<file path="src/rtl/uart_pkg.sv">
// Shared UART definitions: receiver state encoding and default frame geometry.
// Used by the packet receiver, the UART control FSM and the transmitter.
package uart_pkg;

  typedef enum logic [1:0] {
    IDLE  = 2'd0,
    START = 2'd1,
    DATA  = 2'd2,
    STOP  = 2'd3
  } rx_state_t;

  localparam int PACKET_WIDTH_DEF = 18;
  localparam int OVERSAMPLE_DEF   = 16;
  localparam int SAMPLE_POINT     = 8;

  function automatic logic maj3(input logic a, input logic b, input logic c);
    return (a & b) | (a & c) | (b & c);
  endfunction

endpackage

</file>
<file path="src/rtl/uart_rx_sync.sv">
// Serial-line conditioning: 2-flop synchroniser, armed falling-edge detect and the
// decided-bit value. Macro UART_RX_MAJORITY_EN: decided bit is a 3-sample majority.
module uart_rx_sync
  import uart_pkg::*;
(
  input  logic clk_i,
  input  logic reset_i,
  input  logic rx_i,
  output logic bit_o,
  output logic fall_o
);

  logic meta_q, sync_q, prev_q, armed_q;
`ifdef UART_RX_MAJORITY_EN
  logic prev2_q;
`endif

  always_ff @(posedge clk_i) begin
    if (reset_i) begin
      meta_q  <= 1'b0;
      sync_q  <= 1'b0;
      prev_q  <= 1'b0;
      armed_q <= 1'b0;
`ifdef UART_RX_MAJORITY_EN
      prev2_q <= 1'b0;
`endif
    end else begin
      meta_q  <= rx_i;
      sync_q  <= meta_q;
      prev_q  <= sync_q;
      armed_q <= armed_q | sync_q;
`ifdef UART_RX_MAJORITY_EN
      prev2_q <= prev_q;
`endif
    end
  end

  // A line that has never been seen high (or is stuck low) cannot start a frame.
  assign fall_o = armed_q & prev_q & ~sync_q;

`ifdef UART_RX_MAJORITY_EN
  assign bit_o = maj3(sync_q, prev_q, prev2_q);
`else
  assign bit_o = sync_q;
`endif

endmodule

</file>
<file path="src/rtl/uart_packet_rx.sv">
// 18-bit packet receiver (start 0, LSB first, stop 1) at 16x oversampling, with
// holding buffer, parity/framing/overrun flags. Macro UART_RX_MAJORITY_EN selects
// majority-vote bit decisions in uart_rx_sync.
module uart_packet_rx
  import uart_pkg::*;
#(
  parameter int PACKET_WIDTH = PACKET_WIDTH_DEF,
  parameter int OVERSAMPLE   = OVERSAMPLE_DEF
) (
  input  logic                    clk,
  input  logic                    reset,
  input  logic                    rx_in,
  input  logic                    uld_rx_data,
  output logic [PACKET_WIDTH-1:0] rx_data,
  output logic                    rx_empty,
  output logic                    parity_err,
  output logic                    frame_err,
  output logic                    overrun
);

  localparam int SW  = $clog2(OVERSAMPLE);
  localparam int BW  = $clog2(PACKET_WIDTH);
  localparam int MID = OVERSAMPLE / 2;

  logic bit_s, fall_s;

  uart_rx_sync u_sync (
    .clk_i   (clk),
    .reset_i (reset),
    .rx_i    (rx_in),
    .bit_o   (bit_s),
    .fall_o  (fall_s)
  );

  rx_state_t               state_q;
  logic [SW-1:0]           scnt_q;
  logic [BW-1:0]           bcnt_q;
  logic [PACKET_WIDTH-1:0] shift_q, shift_d;
  logic [PACKET_WIDTH-1:0] rx_data_q;
  logic                    rx_empty_q, perr_q, ferr_q, ovr_q;
  logic                    mid_d, unload_d;

  assign mid_d    = (scnt_q == SW'(MID));
  assign shift_d  = {bit_s, shift_q[PACKET_WIDTH-1:1]};
  assign unload_d = uld_rx_data & ~rx_empty_q;

  always_ff @(posedge clk) begin
    if (reset) begin
      state_q    <= IDLE;
      scnt_q     <= '0;
      bcnt_q     <= '0;
      shift_q    <= '0;
      rx_data_q  <= '0;
      rx_empty_q <= 1'b1;
      perr_q     <= 1'b0;
      ferr_q     <= 1'b0;
      ovr_q      <= 1'b0;
    end else begin
      if (unload_d) begin
        rx_empty_q <= 1'b1;
        ovr_q      <= 1'b0;
      end
      scnt_q <= scnt_q + SW'(1);
      case (state_q)
        IDLE: begin
          // The edge cycle is sample 0 of the start bit, so the count resumes at 1.
          scnt_q <= fall_s ? SW'(1) : '0;
          if (fall_s) state_q <= START;
        end
        START: begin
          bcnt_q <= '0;
          if (mid_d) state_q <= bit_s ? IDLE : DATA;
        end
        DATA: begin
          if (mid_d) begin
            shift_q <= shift_d;
            bcnt_q  <= bcnt_q + BW'(1);
            if (bcnt_q == BW'(PACKET_WIDTH - 1)) state_q <= STOP;
          end
        end
        STOP: begin
          if (mid_d) begin
            rx_data_q  <= shift_q;
            rx_empty_q <= 1'b0;
            ferr_q     <= ~bit_s;
            perr_q     <= ~(^shift_q);
            // A same-cycle unload consumes the old packet, so delivery cannot overrun.
            ovr_q      <= uld_rx_data ? 1'b0 : (ovr_q | ~rx_empty_q);
            state_q    <= IDLE;
          end
        end
        default: state_q <= IDLE;
      endcase
    end
  end

  assign rx_data    = rx_data_q;
  assign rx_empty   = rx_empty_q;
  assign parity_err = perr_q;
  assign frame_err  = ferr_q;
  assign overrun    = ovr_q;

endmodule
</file>
<file path="config.mk">
export PLATFORM = sky130hd
export DESIGN_NAME = uart_packet_rx
export DESIGN_NICKNAME = d
export VERILOG_FILES = /design/src/rtl/uart_pkg.sv /design/src/rtl/uart_rx_sync.sv /design/src/rtl/uart_packet_rx.sv
export SDC_FILE = /design/constraint.sdc
export NUM_CORES = 1
export LEC_CHECK = 0
export ABC_AREA = 1
export CORE_MARGIN = 2
export CORE_UTILIZATION = 55
export CTS_CLUSTER_SIZE = 16
export DETAILED_ROUTE_END_ITERATION = 8
export HOLD_SLACK_MARGIN = 0.08
export PLACE_DENSITY = 0.74
export SLEW_MARGIN = 20
export SYNTH_ARGS = -nofsm -noshare
export SYNTH_HDL_FRONTEND = slang
export SYNTH_SLANG_ARGS = --single-unit
</file>
<file path="constraint.sdc">
create_clock -name clk -period 3.2 [get_ports clk]
set_input_delay 0.64 -clock clk [delete_from_list [all_inputs] [get_ports clk]]
set_output_delay 0.64 -clock clk [all_outputs]
set_load 0.02 [all_outputs]
</file>
* Word level (Yosys, flattened, before mapping)
Cells that the tools add are included.
** Operators by class
- Add/subtract/negate cells :: 2
- Multipliers :: 0
- Div/mod/pow operators :: 0
- Order comparisons :: 0
- Equal/unequal tests :: 10
- Shift operators :: 0
- Mux-type cells :: 18
- Bitwise logic cells :: 8
- Reductions and logical operators :: 7
** Operator list (number)
- 18-bit parity :: 1
- 2-bit 2-to-1 mux :: 6
- 2-bit inequality test, second input constant :: 5
- 5-bit one-hot mux with 2 select lines :: 1
- 1-bit 2-to-1 mux :: 8
- 2-bit one-hot mux with 4 select lines :: 1
- 2-bit AND reduction :: 3
- 5-bit by 1-bit adder with 5-bit output, second input constant :: 1
- 5-bit equality test, second input constant :: 1
- 5-bit 2-to-1 mux :: 1
- 5-bit AND reduction :: 1
- 4-bit by 1-bit adder with 4-bit output, second input constant :: 1
- 2-bit equality test, second input constant :: 2
- 4-bit equality test, second input constant :: 1
- 4-bit 2-to-1 mux :: 1
- 1-bit AND :: 3
- 1-bit inverter :: 3
- 2-bit by 1-bit equality test with 1-bit output, second input constant :: 1
- 2-bit zero test :: 1
- 1-bit bitwise OR :: 2
- 2-bit nonzero test :: 1
** Storage, ports and cells
- Register bits :: 55
- Bits in latches :: 0
- Bits in writable memories :: 0
- Bits in read-only memories :: 0
- Bits of input ports :: 4
- Output and inout port bits :: 22
- Logic and storage cells :: 58
- Memories kept :: 0

* Longest topological paths before layout
- Depth in word-level cells :: 5
- Depth in mapped cells :: 13
- Depth with buffers taken out :: 13

* By module
Synthesis repeated with hierarchy kept, for this count alone.
** Second synthesis, totals
- Cell total of the unflattened synthesis :: 331
- Area total of the unflattened synthesis :: 2362.3 µm²
** Modules (own cells, without submodules)
- uart_packet_rx :: times used 1, cells each 316, area each 2238.4 µm², seq. area each 1021.0 µm²
- uart_rx_sync :: times used 1, cells each 15, area each 123.9 µm², seq. area each 80.1 µm²

* Worst setup path after synthesis
Ideal clock, no wire load.
- Kind :: register to register
- From :: reg scnt_q[0]
- To :: reg ferr_q, in the netlist frame_err
- Library setup time :: 118 ps
- Arrival :: 1225 ps
- Required time :: 3082 ps
- Slack :: 1857 ps
- Stages on the path, launching flop included :: 10
- Path buffers :: 1
- Period minus slack after synthesis :: 1343 ps
- Path through :: dfxtp_1 -> inv_1 -> ha_1 -> nand2_2 -> nor2_4 -> nand2_4 -> clkinv_4 -> buf_6 -> o21ai_1 -> a21oi_2
** On the way
- Longest elaborated chain between the ends :: 2
** Ends and longest elaborated chain
- from (decl) :: line uart_packet_rx.sv:36 : logic [SW-1:0] scnt_q;
- from (signal assigned) :: line uart_packet_rx.sv:63 : scnt_q <= scnt_q + SW'(1);
- from (signal assigned) :: line uart_packet_rx.sv:67 : scnt_q <= fall_s ? SW'(1) : '0;
- 4-bit equality test :: line uart_packet_rx.sv:43 : assign mid_d = (scnt_q == SW'(MID));
- 2-bit AND reduction (no line)
- to (signal assigned) :: line uart_packet_rx.sv:85 : ferr_q <= ~bit_s;
- to (decl) :: line uart_packet_rx.sv:40 : logic rx_empty_q, perr_q, ferr_q, ovr_q;
Every way passes these cells.
A chain may end at the register's enable or synchronous reset.

* Final worst setup path
- From :: reg rx_data_q[16], in the netlist rx_data[16]
- To :: out rx_data[16]
** RTL lines
- from (decl) :: line uart_packet_rx.sv:39 : logic [PACKET_WIDTH-1:0] rx_data_q;
- from (signal assigned) :: line uart_packet_rx.sv:83 : rx_data_q <= shift_q;
- to (decl) :: line uart_packet_rx.sv:14 : output logic [PACKET_WIDTH-1:0] rx_data,
No word-level cell between the ends.

==> implementation parameters <==
Parameter                              Value

Die
  Die area    4881 um^2
  Y dimension of the die    roughly 70 um
  Area of the core region    slightly above 4000 um^2
  Chip Width    69.87 um
  I/O Pins    26
  Number of standard-cell rows in the floorplan    23
  Initial core utilization    0.5839

Logic synthesis
  Average size of a mapped cell    around 7.5 um^2
  Number of cells produced by synthesis    320
  Count leader, synth    nand2_1
  Sequential fraction of the synthesis area    0.4615
  Synth area leader    dfxtp_1
  Post-synthesis compound-gate area fraction    0.2092
  Basic-gate share of the synthesized area counting and, or, nand and nor cells    0.2040
  Post-synth EDFFs    0
  Share of synthesized flip-flops with an asynchronous set or reset    0
  Mapped cell area    roughly 2400 um^2
  Cell variety after synth    31
  Yosys Warn Count    0
  Top cells by area, synth    dfxtp_1 (46%), nand2_1 (11%), a21oi_1 (6.5%), o21ai_0 (6.1%), inv_1 (5.2%)
  Primary FF master, synth    dfxtp_1
  Yosys reg bits    55
  Share of synthesized cell area in full adder, half adder and majority cells    0.02098
  Share of cell area taken by muxes after synthesis    0
  Syn nets    between 300 and 400
  Combinational family with the most area after synthesis    compound AO/OA/AOI/OAI gates
  Area share of xor/xnor cells in the synthesized design    0.01468
  Ranking of synthesized cells by instance count    nand2_1 (73), dfxtp_1 (55), inv_1 (33)
  Post-synth top area share    0.4615

Critical path
  Classification of the worst setup path    flip-flop to output port
  Data required, critical path    2.56 ns
  Endpoint arrival time on the critical path    about 1.3 ns
  Critical Path Source Type    flip-flop
  Critical-path top delay cell    clkdlybuf4s50_1
  Crit path cell chain    clkdlybuf4s50_1
  Startpoint of the worst-slack reg-to-reg timing path    scnt_q[0]
  CP Launch Point    rx_data[16]
  Number of cells on the critical path    1
  Endpoint of the most critical setup path    rx_data[16]
  Maximum fanout along the worst path    2
  Critical path capture point type    output port
  RR Endpoint    bcnt_q[3]
  Largest stage delay, worst path    approximately 0.63 ns
  R2r worst-path depth    8
  Reg2reg setup slack    1.33 ns
  Gate family responsible for the most delay along the worst path    buffers and inverters
  Buffering stage count on the worst path with inverters included    1

Route
  Routed via count    between 1,500 and 2,000
  Initial drt markers    73
  Drt wl/cell    approximately 11 um
  Average via count per standard cell    5.036
  DRC violation count after routing    0
  Pre-antenna DRT Iters    4
  Wire length after detailed routing    about 4300 um
  Antenna-violating nets left    0

STA
  Final period utilization    0.6085
  Shortest clock period the worst path allows after layout    1.947 ns
  Setup repair after global routing missed its margin    false
  Largest clock skew in the final design    0.009519 ns
  Slew Limit Fails    0
  Rel. slew slack    0.5318
  Worst-Margin Slew    between 0.7 and 0.8 ns
  Final setup violating endpoints    0
  Min Hold Slack    between 0.4 and 0.5 ns
  Setup TNS    0 ns
  Number of failing hold endpoints at the final stage    0
  Peak Freq    just over 500 MHz

Clocking
  Hold-fix buffers, CTS    0
  CTS Buf Count    5
  Count of buffers added by post-CTS timing repair for setup    0
  Maximum clock insertion buffer count    2
  H-tree depth    2
  Number of gates given a new drive strength after cts    0
  Post-CTS clock slew at the launch and capture registers of the worst setup and hold paths    0.09 ns
  Root buffer cell    clkbuf_8
  Worst-Skew Late Latency    about 0.31 ns
  Clock sinks    55
  CTS tree    done

Layout
  Ant diodes    0
  # nets final    350
  Signed area change from the synthesized netlist to the final layout    15.73%
  Post-layout util    0.6758
  Share of cells above drive strength 1    0.09329

Global route
  Wire length of the first global-routing pass    between 7000 and 8000 um
  Maximum number of pins on one net before global-route repair    between 40 and 50
  Initial antenna violation count    0
  Overall Global Routing Usage    0.1851
  Vias in the first global route    between 1,500 and 2,000
  Total overflow reported by the global router    0

Place
  Count of input and output buffers    25
  HPWL after detailed placement    2838 um
  Final weighted congestion in routability-driven placement    between 0.7 and 0.8

Power and ir drop
  NetSw    approximately 230 uW
  Switching Share    0.1966
  Clock power share    0.400
  Sequential cell fraction of total power    0.583
  Power density over the cells    approximately 430 nW/um^2
  Worst supply voltage drop on vdd    272.1 uV
  Internal power    between 900 and 1000 uW
  Logic gate share of total power    0.016
  Static power due to leakage    ~0.0011 uW
  Total Power Consumption    between 1000 and 1500 uW

Run
  Count of maximum capacitance violations    0

Run status
  Result of the run    completed

Hold path
  Hold Crit Class    flip-flop to flip-flop
[stage by stage]
stage	cells	area, um^2	worst slack, ns
after floorplan	320	2386	1.857
final	393	2761	1.253
after global placement	385	2644	1.079
after global routing	393	2761	1.064
after detailed placement	385	2644	1.040
after CTS	393	2761	1.237
[flip-flops by register name (all words and copies together) (netlist names), named ones only]
signal and count:
rx_data 18, shift_q 18, u_sync.bit_o 1, u_sync.prev_q 1, overrun 1, frame_err 1, scnt_q 4, bcnt_q 5
u_sync.armed_q 1, rx_empty 1, parity_err 1, state_q 1, u_sync.meta_q 1
[cells by family after synthesis]
logic type | count (synthesis)
DFF | 55
AOI/OAI and AO/OA | 90
and+or+nand+nor | 117
xor gates and xnor gates | 4
buffers and inverters | 50
adders and majority gates | 4
[placed cells by master (no fill, tap or decap), drive strengths merged, types with 2 or more instances in the layout]
cell,instances
a21oi,41
clkbuf,6
clkdlybuf4s50,25
clkinv,2
dfxtp,55
ha,4
inv,38
nand2,76
nand3,7
nor2,31
o21ai,44
xnor2,2
xor2,2
[per-layer routing]
layer	track usage	part of all wire	wire length (um)
met1	0.2402	0.51	2176
met2	0.2995	0.43	1838
met3	0.04762	0.049	210
met4	0.06410	0.016	70
met5	0	0	0
[worst reg2reg max path, cell delays in order, from the launching register on]
cell	delay, ns
dfxtp_1	0.36
inv_1	0.07
ha_1	0.15
nand2_2	0.12
nor2_4	0.56
inv_2	0.19
a21oi_1	0.16
o21ai_1	0.07
a21oi_1	0.12
[worst min path at each step]
stage / from / to / depth (start not counted)
5_1_grt: u_sync.meta_q / u_sync.bit_o / 2
3_5_place_dp: u_sync.meta_q / u_sync.bit_o / 2
6_report: u_sync.meta_q / u_sync.bit_o / 2
2_1_floorplan: u_sync.meta_q / u_sync.bit_o / 2
3_3_place_gp: u_sync.meta_q / u_sync.bit_o / 2
4_1_cts: u_sync.meta_q / u_sync.bit_o / 2
[layout make-up]
type                            instances  area, um^2
Fill cell                             376        1325
Sequential cell                        55        1101
Multi-Input combinational cell        215        1071
Clock buffer                            6       82.58
Inverter                               39       151.4
Clock inverter                          2       35.03
Timing Repair Buffer                   26       257.7
Tap cell                               50       62.56
[power by group through the flow]
stage	clock network, uW	logic, uW	registers [uW]
finish	472	18.9	687
global route	506	21.6	688
CTS	487	19.3	687
detailed placement	0	19.2	703
global placement	0	19.1	703
floorplan	0	12.0	703
Note: power is estimated with default switching activity, not from simulation.
